**config.mk**
```make
export PLATFORM = sky130hd
export DESIGN_NAME = sound_sequencer_flat
export DESIGN_NICKNAME = d
export VERILOG_FILES = /design/src/rtl/sound_sequencer_if.sv /design/src/rtl/sound_sequencer.sv /design/src/flat_wrapper.sv
export SDC_FILE = /design/constraint.sdc
export NUM_CORES = 1
export LEC_CHECK = 0
export ABC_AREA = 1
export ABC_CLOCK_PERIOD_IN_PS = 6700
export BUFFER_PORTS_ARGS = -buffer_cell sky130_fd_sc_hd__buf_2
export CAP_MARGIN = 10
export CORE_MARGIN = 3
export CORE_UTILIZATION = 66
export CTS_CLUSTER_SIZE = 24
export DETAILED_ROUTE_END_ITERATION = 10
export HOLD_SLACK_MARGIN = 0.1
export MAX_ROUTING_LAYER = met4
export PLACE_DENSITY = 0.88
export SLEW_MARGIN = 0
export SYNTH_ARGS = -nofsm -noshare
export SYNTH_HDL_FRONTEND = slang
export SYNTH_SLANG_ARGS = --single-unit
export TNS_END_PERCENT = 10
```
**constraint.sdc**
```tcl
create_clock -name clk -period 6.7 [get_ports clk]
set_input_delay 0.335 -clock clk [delete_from_list [all_inputs] [get_ports clk]]
set_output_delay 0.335 -clock clk [all_outputs]
set_load 0.02 [all_outputs]
```
**src/rtl/sound_sequencer_if.sv**
```systemverilog
// CPU staging port and sound-engine register port bundled for sound_sequencer.
// master = CPU/engine side driving inputs, slave = the sequencer.
interface sound_sequencer_if;
  logic [2:0] cpu_addr;
  logic [7:0] cpu_data_in;
  logic       cpu_write;
  logic [7:0] cpu_status;
  logic [3:0] snd_addr;
  logic [7:0] snd_data;
  logic       snd_write;
  logic       snd_busy;

  modport master (
    output cpu_addr, cpu_data_in, cpu_write, snd_busy,
    input  cpu_status, snd_addr, snd_data, snd_write
  );

  modport slave (
    input  cpu_addr, cpu_data_in, cpu_write, snd_busy,
    output cpu_status, snd_addr, snd_data, snd_write
  );
endinterface

```
**src/rtl/sound_sequencer.sv**
```systemverilog
// Descriptor FIFO plus replay FSM driving the ADPCM engine register port.
// Optional looping playback is enabled by defining SOUND_SEQ_LOOP_EN.
module sound_sequencer #(
  parameter int ROM_WIDTH   = 16,
  parameter int QUEUE_DEPTH = 4
) (
  input logic              clk,
  input logic              reset_n,
  sound_sequencer_if.slave bus
);
  localparam int PTR_W = $clog2(QUEUE_DEPTH);
`ifdef SOUND_SEQ_LOOP_EN
  localparam int ENTRY_W = 2 * ROM_WIDTH + 9;
`else
  localparam int ENTRY_W = 2 * ROM_WIDTH + 8;
`endif
  localparam logic [3:0] DEPTH_C = 4'(QUEUE_DEPTH);

  typedef enum logic [2:0] {S_IDLE, S_LOAD, S_SETTLE, S_WAIT, S_KILL} state_t;

  logic [7:0]           r_start_lo, r_start_hi, r_end_lo, r_end_hi, r_vol;
  logic [ENTRY_W-1:0]   r_mem [QUEUE_DEPTH];
  logic [PTR_W-1:0]     r_rd_ptr, r_wr_ptr;
  logic [3:0]           r_count;
  logic                 r_overflow;
  state_t               r_state, w_seq_state, w_next_state;
  logic [2:0]           r_idx, w_next_idx;
  logic [ROM_WIDTH-1:0] r_act_start, r_act_end;
  logic [7:0]           r_act_vol;
  logic                 r_snd_write, w_snd_write;
  logic [3:0]           r_snd_addr, w_snd_addr;
  logic [7:0]           r_snd_data, w_snd_data;
  logic                 w_cmd, w_stop, w_prio, w_enq, w_flush;
  logic                 w_push, w_pop, w_empty, w_full;
  logic [15:0]          w_stage_start, w_stage_end, w_act_start16, w_act_end16;
  logic [ENTRY_W-1:0]   w_new_entry, w_head;
  logic [ROM_WIDTH-1:0] w_head_start, w_head_end;
  logic [7:0]           w_head_vol;
  logic                 w_unused;
`ifdef SOUND_SEQ_LOOP_EN
  logic                 r_act_loop, w_head_loop;
`endif

  // Command decode: stop outranks priority, which outranks enqueue.
  assign w_cmd   = bus.cpu_write && (bus.cpu_addr == 3'd5);
  assign w_stop  = w_cmd && bus.cpu_data_in[1];
  assign w_prio  = w_cmd && !bus.cpu_data_in[1] && bus.cpu_data_in[2];
  assign w_enq   = w_cmd && !bus.cpu_data_in[1] && !bus.cpu_data_in[2] && bus.cpu_data_in[0];
  assign w_flush = w_stop || w_prio;

  assign w_empty = (r_count == 4'd0);
  assign w_full  = (r_count == DEPTH_C);
  assign w_push  = w_enq && (!w_full || w_pop);

  assign w_stage_start = {r_start_hi, r_start_lo};
  assign w_stage_end   = {r_end_hi, r_end_lo};
`ifdef SOUND_SEQ_LOOP_EN
  assign w_new_entry = {bus.cpu_data_in[3], w_stage_start[ROM_WIDTH-1:0],
                        w_stage_end[ROM_WIDTH-1:0], r_vol};
  assign w_head_loop = w_head[2*ROM_WIDTH+8];
`else
  assign w_new_entry = {w_stage_start[ROM_WIDTH-1:0], w_stage_end[ROM_WIDTH-1:0], r_vol};
`endif
  assign w_head       = r_mem[r_rd_ptr];
  assign w_head_vol   = w_head[7:0];
  assign w_head_end   = w_head[ROM_WIDTH+7:8];
  assign w_head_start = w_head[2*ROM_WIDTH+7:ROM_WIDTH+8];
  assign w_act_start16 = 16'(r_act_start);
  assign w_act_end16   = 16'(r_act_end);
  assign w_unused = ^{bus.cpu_data_in[7:3], w_stage_start, w_stage_end};

  // CPU staging registers.
  always_ff @(posedge clk or negedge reset_n) begin
    if (!reset_n) begin
      r_start_lo <= 8'h00;
      r_start_hi <= 8'h00;
      r_end_lo   <= 8'h00;
      r_end_hi   <= 8'h00;
      r_vol      <= 8'h00;
    end else if (bus.cpu_write) begin
      case (bus.cpu_addr)
        3'd0:    r_start_lo <= bus.cpu_data_in;
        3'd1:    r_start_hi <= bus.cpu_data_in;
        3'd2:    r_end_lo   <= bus.cpu_data_in;
        3'd3:    r_end_hi   <= bus.cpu_data_in;
        3'd4:    r_vol      <= bus.cpu_data_in;
        default: r_vol      <= r_vol;
      endcase
    end
  end

  // FIFO storage; a priority command always lands in slot 0 after the flush.
  always_ff @(posedge clk) begin
    if (w_prio) begin
      r_mem[0] <= w_new_entry;
    end else if (w_push) begin
      r_mem[r_wr_ptr] <= w_new_entry;
    end
  end

  // FIFO pointers, occupancy and sticky overflow.
  always_ff @(posedge clk or negedge reset_n) begin
    if (!reset_n) begin
      r_rd_ptr   <= '0;
      r_wr_ptr   <= '0;
      r_count    <= 4'd0;
      r_overflow <= 1'b0;
    end else if (w_flush) begin
      r_rd_ptr   <= '0;
      r_wr_ptr   <= w_prio ? PTR_W'(1'b1) : '0;
      r_count    <= w_prio ? 4'd1 : 4'd0;
      r_overflow <= w_stop ? 1'b0 : r_overflow;
    end else begin
      if (w_push) r_wr_ptr <= r_wr_ptr + PTR_W'(1'b1);
      if (w_pop)  r_rd_ptr <= r_rd_ptr + PTR_W'(1'b1);
      case ({w_push, w_pop})
        2'b10:   r_count <= r_count + 4'd1;
        2'b01:   r_count <= r_count - 4'd1;
        default: r_count <= r_count;
      endcase
      if (w_enq && !w_push) r_overflow <= 1'b1;
    end
  end

  // Next-state and burst generation; the write chosen here is registered onto the port.
  always_comb begin
    w_seq_state = r_state;
    w_next_idx  = r_idx;
    w_pop       = 1'b0;
    w_snd_write = 1'b0;
    w_snd_addr  = 4'd0;
    w_snd_data  = 8'h00;
    case (r_state)
      S_IDLE: begin
        if (!w_flush && !w_empty) begin
          w_pop       = 1'b1;
          w_seq_state = S_LOAD;
          w_next_idx  = 3'd0;
        end else begin
          w_seq_state = S_IDLE;
        end
      end
      S_LOAD: begin
        w_snd_write = 1'b1;
        case (r_idx)
          3'd0:    begin w_snd_addr = 4'd12; w_snd_data = r_act_vol;            end
          3'd1:    begin w_snd_addr = 4'd0;  w_snd_data = w_act_start16[7:0];   end
          3'd2:    begin w_snd_addr = 4'd1;  w_snd_data = w_act_start16[15:8];  end
          3'd3:    begin w_snd_addr = 4'd4;  w_snd_data = w_act_end16[7:0];     end
          3'd4:    begin w_snd_addr = 4'd5;  w_snd_data = w_act_end16[15:8];    end
          default: begin w_snd_addr = 4'd8;  w_snd_data = 8'h00;                end
        endcase
        if (r_idx == 3'd5) begin
          w_seq_state = S_SETTLE;
        end else begin
          w_next_idx = r_idx + 3'd1;
        end
      end
      S_SETTLE: w_seq_state = S_WAIT;
      S_WAIT: begin
        if (!bus.snd_busy) begin
`ifdef SOUND_SEQ_LOOP_EN
          if (r_act_loop && w_empty) begin
            w_seq_state = S_LOAD;
            w_next_idx  = 3'd0;
          end else begin
            w_seq_state = S_IDLE;
          end
`else
          w_seq_state = S_IDLE;
`endif
        end else begin
          w_seq_state = S_WAIT;
        end
      end
      S_KILL: begin
        w_snd_write = 1'b1;
        w_snd_addr  = 4'd12;
        w_snd_data  = r_act_vol;
        w_seq_state = S_IDLE;
      end
      default: w_seq_state = S_IDLE;
    endcase
  end

  assign w_next_state = (w_flush && (r_state != S_IDLE)) ? S_KILL : w_seq_state;

  // State, active descriptor and registered engine-port outputs.
  always_ff @(posedge clk or negedge reset_n) begin
    if (!reset_n) begin
      r_state     <= S_IDLE;
      r_idx       <= 3'd0;
      r_act_start <= '0;
      r_act_end   <= '0;
      r_act_vol   <= 8'h00;
      r_snd_write <= 1'b0;
      r_snd_addr  <= 4'd0;
      r_snd_data  <= 8'h00;
`ifdef SOUND_SEQ_LOOP_EN
      r_act_loop  <= 1'b0;
`endif
    end else begin
      r_state     <= w_next_state;
      r_idx       <= w_next_idx;
      r_snd_write <= w_snd_write;
      r_snd_addr  <= w_snd_addr;
      r_snd_data  <= w_snd_data;
      if (w_pop) begin
        r_act_start <= w_head_start;
        r_act_end   <= w_head_end;
        r_act_vol   <= w_head_vol;
`ifdef SOUND_SEQ_LOOP_EN
        r_act_loop  <= w_head_loop;
`endif
      end
    end
  end

  assign bus.cpu_status = {r_overflow, r_count, w_empty, w_full, (r_state != S_IDLE)};
  assign bus.snd_write  = r_snd_write;
  assign bus.snd_addr   = r_snd_addr;
  assign bus.snd_data   = r_snd_data;
endmodule

```
**src/flat_wrapper.sv**
```systemverilog
// flat-port wrapper written by rule: the top's interface ports become plain ports
module sound_sequencer_flat 
#(
  parameter int ROM_WIDTH   = 16,
  parameter int QUEUE_DEPTH = 4
)
  (clk, reset_n, bus_cpu_addr, bus_cpu_data_in, bus_cpu_write, bus_snd_busy, bus_cpu_status, bus_snd_addr, bus_snd_data, bus_snd_write);
  sound_sequencer_if bus_i ();
  input logic clk;
  input logic reset_n;
  input wire logic [$bits(bus_i.cpu_addr)-1:0] bus_cpu_addr;
  input wire logic [$bits(bus_i.cpu_data_in)-1:0] bus_cpu_data_in;
  input wire logic [$bits(bus_i.cpu_write)-1:0] bus_cpu_write;
  input wire logic [$bits(bus_i.snd_busy)-1:0] bus_snd_busy;
  output wire logic [$bits(bus_i.cpu_status)-1:0] bus_cpu_status;
  output wire logic [$bits(bus_i.snd_addr)-1:0] bus_snd_addr;
  output wire logic [$bits(bus_i.snd_data)-1:0] bus_snd_data;
  output wire logic [$bits(bus_i.snd_write)-1:0] bus_snd_write;
  assign bus_i.cpu_addr = bus_cpu_addr;
  assign bus_i.cpu_data_in = bus_cpu_data_in;
  assign bus_i.cpu_write = bus_cpu_write;
  assign bus_i.snd_busy = bus_snd_busy;
  assign bus_cpu_status = bus_i.cpu_status;
  assign bus_snd_addr = bus_i.snd_addr;
  assign bus_snd_data = bus_i.snd_data;
  assign bus_snd_write = bus_i.snd_write;
  sound_sequencer #(.ROM_WIDTH(ROM_WIDTH), .QUEUE_DEPTH(QUEUE_DEPTH)) u_core (.clk(clk), .reset_n(reset_n), .bus(bus_i));
endmodule
```
==> impl_results.rst, run 1 <==
.. list-table::
   :header-rows: 1

   * - Metric
     - Value
   * - Startpoint-to-endpoint class of the critical path
     - reg -> reg
   * - Final cell utilization of the core
     - 0.768
   * - Placed wire-length estimate
     - 13,700 µm
   * - Final Hold Fails
     - 0
   * - Antenna-violating nets left
     - 0
   * - Setup WS post-layout
     - 4.03 ns
   * - Post-place setup slack
     - 4.19 ns
   * - Reg-to-reg critical path endpoint
     - u_core.r_act_vol[6]
   * - Fraction of layout cells with a size suffix above 1
     - 0.103
   * - Max FO, Critical Path
     - just over 80
   * - Hold worst-path end
     - u_core.r_end_hi[5]
   * - Part of the cycle the worst path needs
     - 0.398
   * - Min-Delay Path Depth
     - 3
   * - Post-placement cell area
     - 10,900 µm²
   * - Final Skew
     - slightly below 0.02 ns
   * - First-pass GRT wire length
     - 40,100 µm
   * - Cell internal pwr
     - ~3.5 mW
   * - CTS HTree Levels
     - 1
   * - Warning count from the yosys run
     - 0
   * - Result of the run
     - finished, final reports clean
   * - Share of synthesized area occupied by flip-flops and latches
     - 0.704
   * - Post-layout total power
     - 5.40 mW
   * - Ant diodes
     - 0
   * - Kind of start point of the critical path
     - flip-flop
   * - CTS tree
     - built
   * - Count of final max-slew check failures
     - 0
   * - Clock sink total
     - 267
   * - Synthesized instance count
     - 940
   * - Clock latency at the later pin of the worst-skew pair
     - 0.55 ns
   * - Power Density
     - 454 nW/µm²
   * - Grt ovf
     - 0
   * - Critical-path cell list
     - buf_4 > inv_2 > o21ai_0 > a31oi_1
   * - Cell count of the worst reg-to-reg path
     - 4
   * - Endpoint required time on the critical path
     - 7.05 ns
   * - Wire length after detailed routing
     - 25,600 µm
   * - Clock Power Share
     - 0.306
   * - Layout-stage area growth over the synthesis result
     - 11.8%
   * - Pin count of the biggest net entering global routing
     - 83
   * - Leading cell types in the layout, fill and taps excluded
     - sky130_fd_sc_hd__nor2_1 (208), sky130_fd_sc_hd__edfxtp_1 (160), sky130_fd_sc_hd__o21ai_0 (126), sky130_fd_sc_hd__nand2_1 (107), sky130_fd_sc_hd__dfrtp_1 (106)
   * - Total CTS buffers
     - 27
   * - Post-synth design cell area
     - roughly 11,000 µm²
   * - Max-cap violation count
     - 0
   * - Slew headroom
     - 0.193
   * - Net Sw Power
     - 1.90 mW
   * - Critical Path AT
     - between 3 and 4 ns
   * - R2R setup slack
     - 4.03 ns
   * - Peak VDD IR
     - 307 µV
   * - Net count of the mapped netlist
     - 963
   * - Routability congestion estimate from global placement
     - 0.827
   * - Antenna violations before repair
     - 0
   * - Vertical extent of the die
     - 133 µm
   * - Via count of the first global-routing pass
     - ~7,400
   * - Seq pwr share
     - 0.424
   * - Measured slew at the worst slew-check pin
     - about 1.2 ns
   * - Setup violation total in the final timing report
     - 0
   * - Core area
     - 15,500 µm²
   * - Initial DRT Pass Iterations
     - 6
   * - Global-route usage over all layers
     - 0.301
   * - Summed negative setup slack over all endpoints
     - 0 ns
   * - LEAKAGE
     - 4.69 nW
   * - Clock input transition at the sequential cells of the worst setup and hold paths
     - 0.07 ns
   * - Number of register bits inferred by synthesis
     - 267
   * - Max clock buf depth
     - 3
   * - Synth unique cells
     - 38
   * - Final critical-path required period
     - 2.67 ns
   * - Average wire per standard cell
     - 21.5 µm
   * - Starting density of the core
     - 0.687
   * - Floorplan row count
     - 45
   * - Startpoint of the most critical register-to-register path
     - u_core.r_rd_ptr[0]
   * - Most frequent standard cell in the layout excluding fill and tap cells
     - sky130_fd_sc_hd__nor2_1
   * - Largest stage delay on the critical path
     - 0.74 ns
   * - Die footprint
     - 17,700 µm²
   * - Clock Root Buffer
     - sky130_fd_sc_hd__clkbuf_16
   * - DRC violations left
     - 0
   * - Setup repair after global routing missed its margin
     - false
   * - Detail-routed via count per cell
     - 6.35
   * - Horiz. Die Dim
     - ~130 µm
   * - Post-CTS setup-driven buffer insertion count
     - 0
   * - CP Capture Type
     - flip-flop
   * - # nets final
     - between 900 and 1,000
   * - Sw Share
     - 0.352
   * - Vias
     - 7,571
   * - PortBufs
     - 34
   * - Beginning of the worst hold path
     - bus_cpu_data_in[5]
   * - DRT iter0 DRCs
     - 1,058
   * - Average footprint of a synthesized cell
     - 11.3 µm²
   * - Peak clock frequency supported by timing
     - 0.375 GHz
   * - Number of ports placed on the die boundary
     - 36
   * - Library cell contributing the largest single delay on the critical path
     - sky130_fd_sc_hd__inv_2
   * - Part of the power in combinational logic
     - 0.270
   * - Cell area after layout
     - 11,900 µm²
   * - Class of the tightest hold or removal check
     - in -> reg
[worst max-delay path by stage]
stage / start / end / slack [ns]
after floorplan: u_core.r_count[1] / u_core.r_mem[0][0] / 3.32
after global placement: u_core.r_rd_ptr[0] / u_core.r_act_end[4] / 4.27
after detailed placement: u_core.r_rd_ptr[0] / u_core.r_act_vol[7] / 4.19
after CTS: u_core.r_rd_ptr[0] / u_core.r_act_start[6] / 4.14
after global routing: u_core.r_rd_ptr[0] / u_core.r_act_end[1] / 3.87
final: u_core.r_rd_ptr[0] / u_core.r_act_vol[6] / 4.03
[power groups by stage]
stage	combinational (mW)	sequential [mW]	clock, mW
finish	1.46	2.29	1.65
global route	1.61	2.31	1.72
CTS	1.44	2.28	1.65
detailed placement	1.37	2.30	0
global placement	1.30	2.28	0
floorplan	1.06	2.22	0
[area by class of cell]
type | instances | area (µm²)
flip-flops and latches | 267 | 7480
fillers | 825 | 3600
multi-input cells | 587 | 2790
clock buffers | 32 | 694
clock inverters | 18 | 280
well taps | 211 | 264
repair buffers | 43 | 243
inverters | 34 | 133
[layer usage]
metal,vias to the layer above,share of wire,GRT usage
met3,81,0.12,0.0624
met5,-,0,-
met2,550,0.49,0.477
met1,3668,0.36,0.394
met4,0,0.031,0.103
li1,3272,-,-
[flip-flops by register name, summed over array words and instances (netlist names)]
| signal | flops |
|---|---|
| u_core.r_wr_ptr | 2 |
| u_core.r_start_hi | 8 |
| u_core.r_end_hi | 8 |
| u_core.r_act_vol | 8 |
| u_core.r_overflow | 1 |
| u_core.r_rd_ptr | 2 |
| u_core.r_start_lo | 8 |
| u_core.r_idx | 3 |
| u_core.bus.snd_data | 8 |
| u_core.bus.snd_addr | 3 |
| u_core.bus.snd_write | 1 |
| u_core.r_state | 3 |
| u_core.r_count | 4 |
| u_core.r_mem | 160 |
| u_core.r_end_lo | 8 |
| u_core.r_act_end | 16 |
| u_core.r_vol | 8 |
| u_core.r_act_start | 16 |
[metrics by stage]
step           hold slack [ns]  instances
6_report                 0.133       1192
5_1_grt                  0.151       1192
4_1_cts                  0.125       1192
3_5_place_dp             0.372       1141
3_3_place_gp             0.372       1141
2_1_floorplan           0.0394        940
[cell usage after synthesis (all sizes together)]
library cell	n	share of area
a211oi	1	0.00071
nand2	111	0.041
a21boi	2	0.0014
clkbuf	27	0.0095
mux2i	1	0.00094
conb	1	0.00035
nand4	2	0.0012
a21oi	6	0.0028
o22ai	1	0.00059
edfxtp	160	0.45
dfrtp	107	0.25
inv	33	0.012
ha	7	0.0082
a31oi	41	0.024
clkinv	1	0.00035
xor2	2	0.0016
nor3b	7	0.0049
nor3	1	0.00094
buf	25	0.015
nand3b	2	0.0014
nand3	44	0.021
nor2	217	0.079
o211ai	1	0.00071
fa	1	0.0019
o21ai	139	0.066
[logic make-up after synthesis]
group | Yosys count | synth area share
and+or+nand+nor | 384 | 0.149
DFF | 267 | 0.704
AOI/OAI and AO/OA | 191 | 0.0969
buffers and inverters | 86 | 0.0368
muxes | 1 | 0.000942
xor gates and xnor gates | 2 | 0.00165
adders and majority gates | 8 | 0.0101
other | 1 | 0.000353
[critical path, delay by kind of cell (launching register included)]
family / cells / cell delay, ns
AOI/OAI and AO/OA: 2 / 0.65
DFF: 1 / 0.35
buffers and inverters: 2 / 1.43
[timing repair]
item                                   4_1_cts  5_1_grt
resized for setup                            0        0
hold buffers                                 1        0
endpoints found under the hold margin       43        0
(Power assumes the default switching activity.)
==> run 2, diff against run 1 <==
--- a/config.mk
+++ b/config.mk
@@ -6,16 +6,16 @@
 export NUM_CORES = 1
 export LEC_CHECK = 0
 export ABC_AREA = 1
-export ABC_CLOCK_PERIOD_IN_PS = 6700
+export ABC_CLOCK_PERIOD_IN_PS = 2600
 export BUFFER_PORTS_ARGS = -buffer_cell sky130_fd_sc_hd__buf_2
 export CAP_MARGIN = 10
 export CORE_MARGIN = 3
-export CORE_UTILIZATION = 66
+export CORE_UTILIZATION = 61
 export CTS_CLUSTER_SIZE = 24
 export DETAILED_ROUTE_END_ITERATION = 10
 export HOLD_SLACK_MARGIN = 0.1
 export MAX_ROUTING_LAYER = met4
-export PLACE_DENSITY = 0.88
+export PLACE_DENSITY = 0.83
 export SLEW_MARGIN = 0
 export SYNTH_ARGS = -nofsm -noshare
 export SYNTH_HDL_FRONTEND = slang
==> constraint.sdc (replaced) <==
create_clock -name clk -period 2.6 [get_ports clk]
set_input_delay 0.13 -clock clk [delete_from_list [all_inputs] [get_ports clk]]
set_output_delay 0.13 -clock clk [all_outputs]
set_load 0.02 [all_outputs]
==> impl_results.rst, run 2 (synthesized netlist as in run 1, its figures left out) <==
.. list-table::
   :header-rows: 1

   * - Metric
     - Value
   * - Final cell utilization of the core
     - 0.717
   * - Most Frequent Cell on Critical Path
     - sky130_fd_sc_hd__nand2_1
   * - Setup repair after global routing missed its margin
     - false
   * - Clock latency at the later pin of the worst-skew pair
     - 0.53 ns
   * - Vias
     - 7,221
   * - Clock sink total
     - around 270
   * - First-pass GRT wire length
     - 37,100 µm
   * - Number of instances in the placed design
     - 1,159
   * - Max FFs per register
     - 160
   * - Grt ovf
     - 0
   * - Pin count of the biggest net entering global routing
     - 82
   * - Count of final max-slew check failures
     - 0
   * - Startpoint of the most critical register-to-register path
     - u_core.r_count[0]
   * - LEAKAGE
     - 4.74 nW
   * - Global-route usage over all layers
     - 0.251
   * - Largest stage delay on the critical path
     - 0.58 ns
   * - Post-placement cell area
     - 11,100 µm²
   * - Initial DRT Pass Iterations
     - 5
   * - Final Skew
     - 0.0101 ns
   * - Peak clock frequency supported by timing
     - approximately 0.42 GHz
   * - Detail-routed via count per cell
     - 5.92
   * - Via count of the first global-routing pass
     - 6,999
   * - Count of filler cells inserted in the layout
     - 1,128
   * - Max FO, Critical Path
     - 72
   * - Number of ports placed on the die boundary
     - 36
   * - Final Hold Fails
     - 0
   * - Core area
     - around 17,000 µm²
   * - Register bank with the most flops
     - u_core.r_mem
   * - Average wire per standard cell
     - 19.3 µm
   * - # nets final
     - 1,002
   * - Critical Path AT
     - between 2 and 3 ns
   * - Max clock buf depth
     - 3
   * - Antenna-violating nets left
     - 0
   * - Cell area after layout
     - 12,100 µm²
   * - Final standard cell count with taps included and fillers excluded
     - roughly 1,200
   * - Final critical-path required period
     - 2.36 ns
   * - Slew headroom
     - 0.473
   * - Part of the cycle the worst path needs
     - 0.908
   * - CP Capture Type
     - flip-flop
   * - PortBufs
     - 34
   * - Endpoint required time on the critical path
     - 3.01 ns
   * - Measured slew at the worst slew-check pin
     - 0.788 ns
   * - Floorplan row count
     - 47
   * - Largest registers in the final layout
     - u_core.r_mem: 160 flops, u_core.r_act_end: 16 flops, u_core.r_act_start: 16 flops
   * - Wire length after detailed routing
     - 23,500 µm
   * - Result of the run
     - finished, final reports clean
   * - CTS tree
     - built
   * - Setup violation total in the final timing report
     - 0
   * - Starting density of the core
     - 0.632
   * - First element of the critical path
     - u_core.r_count[0]
   * - Startpoint-to-endpoint class of the critical path
     - reg -> reg
   * - DRT iter0 DRCs
     - ~800
   * - Area occupied by multi-input gates
     - 2790 µm²
   * - Placed wire-length estimate
     - 13,200 µm
   * - Power Density
     - 1110 nW/µm²
   * - Critical-path cell list
     - inv_1 > nand2_1 > nor2_2 > nor2_4 > nand2_4 > inv_6 > nand2_1 > nand2_1 > a21oi_1 > dlygate4sd3_1
   * - Horiz. Die Dim
     - approximately 140 µm
   * - Most frequent standard cell in the layout excluding fill and tap cells
     - sky130_fd_sc_hd__nor2_1
   * - DRC violations left
     - 0
   * - Total CTS buffers
     - 26
   * - Ant diodes
     - 0
   * - Fraction of layout cells with a size suffix above 1
     - 0.115
   * - Sequential cell area
     - approximately 7500 µm²
   * - Peak VDD IR
     - 714 µV
   * - Library cell contributing the largest single delay on the critical path
     - sky130_fd_sc_hd__dlygate4sd3_1
   * - Beginning of the worst hold path
     - bus_cpu_addr[0]
   * - Die footprint
     - 19,000 µm²
   * - Leading cell types in the layout, fill and taps excluded
     - sky130_fd_sc_hd__nor2_1 (207), sky130_fd_sc_hd__edfxtp_1 (160), sky130_fd_sc_hd__o21ai_0 (126), sky130_fd_sc_hd__nand2_1 (107), sky130_fd_sc_hd__dfrtp_1 (106)
   * - Layout-stage area growth over the synthesis result
     - 13.4%
   * - Max-cap violation count
     - 0
   * - Clock Root Buffer
     - sky130_fd_sc_hd__clkbuf_16
   * - Vertical extent of the die
     - 138 µm
   * - CTS HTree Levels
     - 1
   * - Clock input transition at the sequential cells of the worst setup and hold paths
     - 0.06 ns
   * - Class of the tightest hold or removal check
     - in -> reg
   * - Antenna violations before repair
     - 0
   * - Routability congestion estimate from global placement
     - 0.786
   * - Kind of start point of the critical path
     - flip-flop
## run 2: cell types whose count changed in the layout (fill, tap and decap cells not counted), sizes merged
cell,before,now
clkbuf,32,33
clkinvlp,1,4
dlygate4sd3,1,12
bufinv,7,3
buf,42,51
clkinv,10,8
## run 2: critical path: cells and delay by family, from the launching register on
family          cells  cell delay, ns
simple gates        6            0.70
buf+inv             3            1.03
flops               1            0.45
compound gates      1            0.05
## run 2: metal layers
metal,up-vias,routed length (µm),GRT usage
met2,325,11500,0.401
met4,0,631,0.0868
met5,-,0,-
met1,3538,9550,0.332
met3,48,1790,0.0421
li1,3310,-,-
## run 2: worst paths after layout
kind                                     endpoint  slack, ns  cells after the start
min                             u_core.r_state[2]       0.12                      5
max in group asynchronous  u_core.r_act_start[10]       1.67                      3
max reg2reg                    u_core.r_rd_ptr[0]       0.24                     10
max                            u_core.r_rd_ptr[0]       0.24                     10
min in group asynchronous  u_core.r_act_start[11]       0.18                      2
min reg2reg                     u_core.r_overflow       0.49                      2
## run 2: power breakdown
group,switching [mW],leakage (nW),internal [mW]
sequential,0.518,2.74,5.23
clock,1.58,0.416,2.21
combinational,2.55,1.58,1.28
total,4.65,4.74,8.73
## run 2: per-stage QoR
stage	TNS, ns	hold WS (ns)	worst slack [ns]	total power, mW
global route	0	0.128	0.0555	14.1
floorplan	-9.07	-0.166	-0.0822	8.47
CTS	0	0.101	0.253	13.4
detailed placement	0	0.207	0.308	9.51
global placement	0	0.210	0.413	9.32
finish	0	0.117	0.240	13.4
## run 2: cell type report
class	instances	area share
clock buffer	33	0.0578
tap	220	0.0228
multi-input combinational	587	0.232
clock inverter	15	0.0147
sequential	267	0.621
inverter	34	0.0110
timing repair buffer	63	0.0411
## run 2: what timing repair did
action | 4_1_cts | 5_1_grt
hold endpoints to repair | 90 | 0
endpoints found under the setup margin | 0 | 1
resized for setup | 0 | 1
hold buffers | 12 | 0
buffers inserted | 0 | 0
